$ cat src/rtl/mc_ctrl_fsm.sv
// Multi-cycle sequencer for the single-issue LoongArch core: it walks each instruction
// through IF/ID/EXE/MEM/WB, issues the datapath strobes and keeps the trace counters.
module mc_ctrl_fsm #(
  parameter int CNT_W    = 32,
  parameter int WAIT_MAX = 255
) (
  input  logic             clk,
  input  logic             reset,
  input  logic             inst_rdy,
  input  logic             data_rdy,
  input  logic             id_br_only,
  input  logic             id_load,
  input  logic             id_store,
  input  logic             id_gr_we,
  output logic             inst_req,
  output logic             ir_we,
  output logic             pc_we,
  output logic             ex_we,
  output logic             data_req,
  output logic             data_wr,
  output logic             mdr_we,
  output logic             rf_we,
  output logic             retire,
  output logic [2:0]       state,
  output logic             bus_err,
  output logic [CNT_W-1:0] cycle_cnt,
  output logic [CNT_W-1:0] instret_cnt
);

  localparam int WCNT_W = (WAIT_MAX > 1) ? $clog2(WAIT_MAX) : 1;
  localparam logic [WCNT_W-1:0] WAIT_LAST = WCNT_W'(WAIT_MAX - 1);

  typedef enum logic [2:0] {
    S_IF       = 3'd0,
    S_IF_WAIT  = 3'd1,
    S_ID       = 3'd2,
    S_EXE      = 3'd3,
    S_MEM      = 3'd4,
    S_MEM_WAIT = 3'd5,
    S_WB       = 3'd6
  } state_e;

  state_e              state_q, state_d;
  logic [WCNT_W-1:0]   wait_q, wait_d;
  logic                load_q, load_d;
  logic                store_q, store_d;
  logic                gr_we_q, gr_we_d;
  logic                bus_err_q;
  logic                err_set;
  logic [CNT_W-1:0]    cycle_q, instret_q;

  // NOTE: every signal driven here gets a default first, so no path can leave
  // a value unassigned and infer a latch.
  always_comb begin
    state_d  = state_q;
    wait_d   = wait_q;
    load_d   = load_q;
    store_d  = store_q;
    gr_we_d  = gr_we_q;
    err_set  = 1'b0;
    inst_req = 1'b0;
    ir_we    = 1'b0;
    pc_we    = 1'b0;
    ex_we    = 1'b0;
    data_req = 1'b0;
    data_wr  = 1'b0;
    mdr_we   = 1'b0;
    rf_we    = 1'b0;
    retire   = 1'b0;

    case (state_q)
      S_IF: begin
        inst_req = 1'b1;
        wait_d   = '0;
        state_d  = S_IF_WAIT;
      end
      S_IF_WAIT: begin
        if (inst_rdy) begin
          ir_we   = 1'b1;
          state_d = S_ID;
        end else if (wait_q == WAIT_LAST) begin
          // Abort without pc_we so the same PC is refetched.
          err_set = 1'b1;
          state_d = S_IF;
        end else begin
          wait_d = wait_q + 1'b1;
        end
      end
      S_ID: begin
        load_d  = id_load;
        store_d = id_store & ~id_load;
        gr_we_d = id_gr_we;
        if (id_br_only) begin
          pc_we   = 1'b1;
          retire  = 1'b1;
          state_d = S_IF;
        end else begin
          state_d = S_EXE;
        end
      end
      S_EXE: begin
        ex_we   = 1'b1;
        state_d = (load_q || store_q) ? S_MEM : S_WB;
      end
      S_MEM: begin
        data_req = 1'b1;
        data_wr  = store_q;
        wait_d   = '0;
        state_d  = S_MEM_WAIT;
      end
      S_MEM_WAIT: begin
        if (data_rdy) begin
          if (load_q) begin
            mdr_we  = 1'b1;
            state_d = S_WB;
          end else begin
            pc_we   = 1'b1;
            retire  = 1'b1;
            state_d = S_IF;
          end
        end else if (wait_q == WAIT_LAST) begin
          err_set = 1'b1;
          state_d = S_IF;
        end else begin
          wait_d = wait_q + 1'b1;
        end
      end
      S_WB: begin
        rf_we   = gr_we_q;
        pc_we   = 1'b1;
        retire  = 1'b1;
        state_d = S_IF;
      end
      default: state_d = S_IF;
    endcase

    // Reset arriving mid-instruction must not commit anything in that cycle.
    if (reset) begin
      inst_req = 1'b0;
      ir_we    = 1'b0;
      pc_we    = 1'b0;
      ex_we    = 1'b0;
      data_req = 1'b0;
      data_wr  = 1'b0;
      mdr_we   = 1'b0;
      rf_we    = 1'b0;
      retire   = 1'b0;
      err_set  = 1'b0;
    end
  end

  // NOTE: sequential state uses non-blocking assignments so all registers
  // update together from the values seen before the edge.
  always_ff @(posedge clk) begin
    if (reset) begin
      state_q   <= S_IF;
      wait_q    <= '0;
      load_q    <= 1'b0;
      store_q   <= 1'b0;
      gr_we_q   <= 1'b0;
      bus_err_q <= 1'b0;
      cycle_q   <= '0;
      instret_q <= '0;
    end else begin
      state_q   <= state_d;
      wait_q    <= wait_d;
      load_q    <= load_d;
      store_q   <= store_d;
      gr_we_q   <= gr_we_d;
      bus_err_q <= bus_err_q | err_set;
      cycle_q   <= cycle_q + 1'b1;
      instret_q <= instret_q + CNT_W'(retire);
    end
  end

  assign state       = state_q;
  assign bus_err     = bus_err_q;
  assign cycle_cnt   = cycle_q;
  assign instret_cnt = instret_q;

endmodule

$ cat config.mk
export PLATFORM = sky130hd
export DESIGN_NAME = mc_ctrl_fsm
export DESIGN_NICKNAME = d
export VERILOG_FILES = /design/src/rtl/mc_ctrl_fsm.sv
export SDC_FILE = /design/constraint.sdc
export NUM_CORES = 1
export LEC_CHECK = 0
export ABC_AREA = 0
export CORE_AREA = 2 2 91 93
export CTS_BUF_LIST = sky130_fd_sc_hd__clkbuf_4 sky130_fd_sc_hd__clkbuf_8 sky130_fd_sc_hd__clkbuf_16
export CTS_CLUSTER_DIAMETER = 40
export DETAILED_ROUTE_END_ITERATION = 10
export DIE_AREA = 0 0 93 95
export PLACE_DENSITY = 0.88
export SLEW_MARGIN = 20
export SYNTH_ARGS = -nofsm -noshare
export SYNTH_HDL_FRONTEND = slang
export SYNTH_SLANG_ARGS = --single-unit
$ cat constraint.sdc
create_clock -name clk -period 3.9 [get_ports clk]
set_input_delay 1.17 -clock clk [delete_from_list [all_inputs] [get_ports clk]]
set_output_delay 1.17 -clock clk [all_outputs]
set_load 0.02 [all_outputs]
Word level (Yosys, flattened, before mapping)
Index checks and enable logic that the tools add are counted.
{ "op_classes": {"addsub": 3, "multipliers": 0, "n_div": 0, "magnitude_cmp": 0, "eq_ne": 9, "shifts": 0, "mux": 38, "n_bitwise": 3, "n_reduce_logical": 5} }
{ "ops": {"columns": ["operator", "n"], "rows": [
  ["adder 32 x 1 -> 32 bit", 1],
  ["adder 32 x 1 -> 32 bit (second input constant)", 1],
  ["2-to-1 mux 1 bit", 25],
  ["2-to-1 mux 8 bit", 3],
  ["one-hot mux 8 bit (3 select lines)", 1],
  ["one-hot mux 3 bit (6 select lines)", 1],
  ["2-to-1 mux 3 bit", 4],
  ["equality test 3 bit (second input constant)", 3],
  ["adder 8 x 1 -> 8 bit (second input constant)", 1],
  ["equality test 8 bit (second input constant)", 1],
  ["equality test 3 x 2 -> 1 bit (second input constant)", 2],
  ["2-to-1 mux 2 bit", 2],
  ["!= test 2 bit (second input constant)", 2],
  ["equality test 3 x 1 -> 1 bit (second input constant)", 1],
  ["zero test 3 bit", 1],
  ["one-hot mux 1 bit (3 select lines)", 1],
  ["AND reduction 3 bit", 1],
  ["nonzero test 3 bit", 1],
  ["one-hot mux 1 bit (2 select lines)", 1],
  ["OR reduction 2 bit", 1],
  ["bitwise AND 1 bit", 1],
  ["logical OR 1 bit", 1],
  ["inverter 1 bit", 1],
  ["OR 1 bit", 1]
]} }
{ "word_totals": {"regBits": 79, "latch_bits": 0, "ramBits": 0, "mem_bits_ro": 0, "output_inout_bits": 77, "n_memories": 0} }

Depth between registers and ports, before layout
{ "logic_depth": {"ltp_word": 6, "mapped_depth": 13, "depth_no_buf": 10} }

Worst setup path after synthesis
OpenSTA, ideal clock, no wires.
{ "synth_path": {"path_type": "input-to-reg", "startpoint": "input reset", "endpoint": "register instret_q[24], in the netlist instret_cnt[24]", "arrival_ns": 3.949, "t_required_ns": 3.830, "path_slack_ns": -0.119, "cell_stages": 11, "n_path_buf": 4, "path_cell_list": "clkbuf_1 > clkbuf_1 > clkbuf_1 > nor2_1 > ha_1 > ha_1 > inv_1 > or4_1 > clkbuf_1 > or4_1 > a21oi_1"} }
{ "synth_via": {"elab_chain_len": 2} }
{ "synth_rtl": {"columns": ["item", "line_no", "source"], "rows": [
  ["start: declaration", "8", "input logic reset,"],
  ["2-to-1 mux 1 bit", null, null],
  ["named net pc_we", "17", "output logic pc_we,"],
  ["adder 32 x 1 -> 32 bit", "172", "instret_q <= instret_q + CNT_W'(retire);"],
  ["end signal: assignment", "172", null],
  ["end: declaration", "50", "logic [CNT_W-1:0] cycle_q, instret_q;"]
]} }
The timed path passes the listed nets, and every way through them passes these cells.
A chain may end at the register's enable or synchronous reset.

Worst setup path in the final report
{ "layout_path": {"startpoint": "input data_rdy", "endpoint": "output retire"} }
{ "layout_via": {"elab_chain_len": 3} }
{ "layout_rtl": {"columns": ["item", "line_no", "source"], "rows": [
  ["start: declaration", "10", "input logic data_rdy,"],
  ["2-to-1 mux 1 bit", "112", "if (data_rdy) begin"],
  ["one-hot mux 1 bit (3 select lines)", "71", "case (state_q)"],
  ["2-to-1 mux 1 bit", "138", "if (reset) begin"],
  ["end: declaration", "23", "output logic retire,"]
]} }
Every way passes these cells.

==> results.yml <==
die:
  die_area_um2: 8840
  die_width_um: 93
  core_um2: 7930
  die_h_um: 95
  boundaryPins: 85
  num_rows: 33
  initial_utilization_pct: 48.8
power_and_ir_drop:
  leakagePower_nw: 1.59
  seqPwrFrac_pct: 56.0
  switching_share_pct: 24.8
  cellPowerDensity_nw_per_um2: 294
  clkPwrFrac_pct: 37.6
  p_comb_share_pct: 6.4
  switchingPower_mw: 0.366
  peakVddDrop_v: 0.000248
  p_int_mw: 1.11
  p_total_mw: 1.47
route:
  drt-initial-drc-count: 128
  wire_per_inst_um: 14.7
  routed_via_density: 5.84
  finalWirelength_um: 9570
  firstDrtPassIters: 4
  num_vias: 3798
  drcViolationCount: 0
  ant_nets: 0
setup_path:
  arrival_ps: 2650
  path_class: "primary input to output port"
  crit_fanout: 3
  start_kind: "primary input"
  worst_setup_path_end_kind: "output port"
  reg2reg_setup_slack_ps: 750
  required_ps: 2730
placed_design:
  place_congestion: 0.822
  numPortBuffers: 84
  dp_hpwl_um: 6560
synth:
  ys_seq_area_share_pct: 40.9
  synthDistinctLibCells: 42
  syn_area_per_cell_um2: 8.43
  synth_seq_cells: 79
  ys_warn_count: 0
  synth-edff-count: 0
  synth_area_leaders: "dfxtp_1, o31ai_1, a21oi_1, or4_1, nor2_1"
  synthMostInstantiatedCell: "dfxtp_1"
  synth_flop_cell: "dfxtp_1"
  synth_common_cells: "dfxtp_1, a21oi_1, nor2_1"
  syn_inst: 459
  yosysTopAreaCellShare_pct: 40.9
  synth_top_cell_by_area: "dfxtp_1"
  syn_nets: 472
  asyncSetResetFlopFracSynth_pct: 0
  syn_area_um2: 3870
sta:
  fin_crit_ps: 3820
  fmax_mhz: 262
  setup_viol: 0
  finalHoldViolCount: 0
  fin_skew_ps: 16.2
  tightestPinTransition_ps: 771
  maxSlewHeadroom_pct: 48.6
  drv_slew: 0
  min_period_over_period_pct: 98.0
outcome:
  outcome: "finished clean"
global_routing:
  overflow: 0
  track_usage_pct: 22.0
  grt_first_pass_wirelength_um: 16000
  grt_max_degree: 73
  grt_pass1_vias: 3623
  antenna_found_initial: 0
final_layout:
  drive_gt1_share_pct: 8.26
  nets: 553
  syn_to_final_growth_pct: 29.7
  antennaDiodeCount: 0
  final_util_pct: 63.3
min_path:
  hp-class: "flip-flop to flip-flop"
cts:
  clk_latency_ps: 340
  cts_max_level: 3
  cts_tree: "built"
  cts_sinks: 79
  clockRootBuffer: "clkbuf_8"
  clkTransAtPathRegs_ps: 80
  cts_buffers: 9
  clock_path_buffers: 2
job:
  cap_violations: 0
## area by class of cell
type | instances | area [um2]
multi-input cells | 342 | 2150
fillers | 687 | 2910
repair buffers | 97 | 935
clock buffers | 11 | 145
clock inverters | 5 | 33.8
well taps | 105 | 131
inverters | 11 | 41.3
flip-flops and latches | 79 | 1580
## routing by layer
| metal | share of wire, % | vias up | global-route usage (%) |
|---|---|---|---|
| li1 | - | 1875 | - |
| met1 | 44 | 1814 | 26.9 |
| met2 | 50 | 96 | 37.9 |
| met3 | 4.8 | 13 | 4.31 |
| met4 | 1.3 | 0 | 9.31 |
| met5 | 0 | - | 0 |
## state kept, by name, indices dropped and copies added, names as in the netlist
signal       cells
instret_cnt     32
state            3
load_q           1
wait_q           8
cycle_cnt       32
store_q          1
gr_we_q          1
bus_err          1
## kinds of logic (layout without fill, tap and decap cells)
| group | count (synthesis) | count (layout) | synth area share [%] |
|---|---|---|---|
| and+or+nand+nor | 204 | 204 | 30.1 |
| buffers and inverters | 38 | 124 | 3.98 |
| adders and majority gates | 5 | 5 | 1.62 |
| muxes | 8 | 8 | 2.26 |
| xor gates and xnor gates | 21 | 21 | 4.75 |
| DFF | 79 | 79 | 40.9 |
| AOI/OAI and AO/OA | 104 | 104 | 16.4 |
## stage by stage
step	setup slack, ps	cell area (um2)	hold WS, ps	cells	setup TNS [ps]
finish	79.4	5020	493	650	0
global route	-2.68	5020	508	650	-2.68
CTS	118	4990	490	648	0
detailed placement	-184	4810	475	632	-2530
global placement	-82.1	4810	455	632	-768
floorplan	5.49	3870	454	459	0
## power by group through the flow
stage          Combinational [mW]  Sequential, mW  Clock [mW]
2_1_floorplan              0.0543           0.845           0
3_3_place_gp               0.0893           0.845           0
3_5_place_dp               0.0927           0.845           0
4_1_cts                    0.0929           0.826       0.567
5_1_grt                     0.104           0.828       0.606
6_report                   0.0946           0.826       0.554
## worst max-delay path, cell delays in order
cell	delay, ps
clkdlybuf4s50_1	490
inv_1	50
o31ai_2	210
a32oi_1	90
nor2_2	180
buf_4	130
dlygate4sd2_1	320
## cell usage in the layout (no fill, tap or decap), drive strengths merged, types with 3 or more instances in the layout
master / n
clkdlybuf4s50: 81
dfxtp: 79
a21oi: 45
nor2: 41
o31ai: 31
or4: 31
nand3: 28
nand2: 28
o21ai: 16
buf: 14
xnor2: 13
nand4: 13
inv: 11
and4: 11
clkbuf: 11
and3: 9
or3: 8
xor2: 8
nor4: 7
nor2b: 7
mux2: 6
nor3: 5
ha: 5
nand2b: 4
and2: 4
clkinv: 3
## worst paths after layout
| kind | depth (start not counted) | to | start |
|---|---|---|---|
| max | 7 | retire | data_rdy |
| min | 1 | cycle_cnt[0] | cycle_cnt[0] |
| max reg2reg | 11 | instret_cnt[22] | state[0] |
| min reg2reg | 1 | cycle_cnt[0] | cycle_cnt[0] |
## repair_timing
action | 4_1_cts | 5_1_grt
hold buffers | 0 | 0
setup buffers | 0 | 2
pin swaps | 0 | 2
endpoints found under the setup margin | 2 | 5
gates resized for setup | 2 | 5
Power figures use the tool's default switching activity.
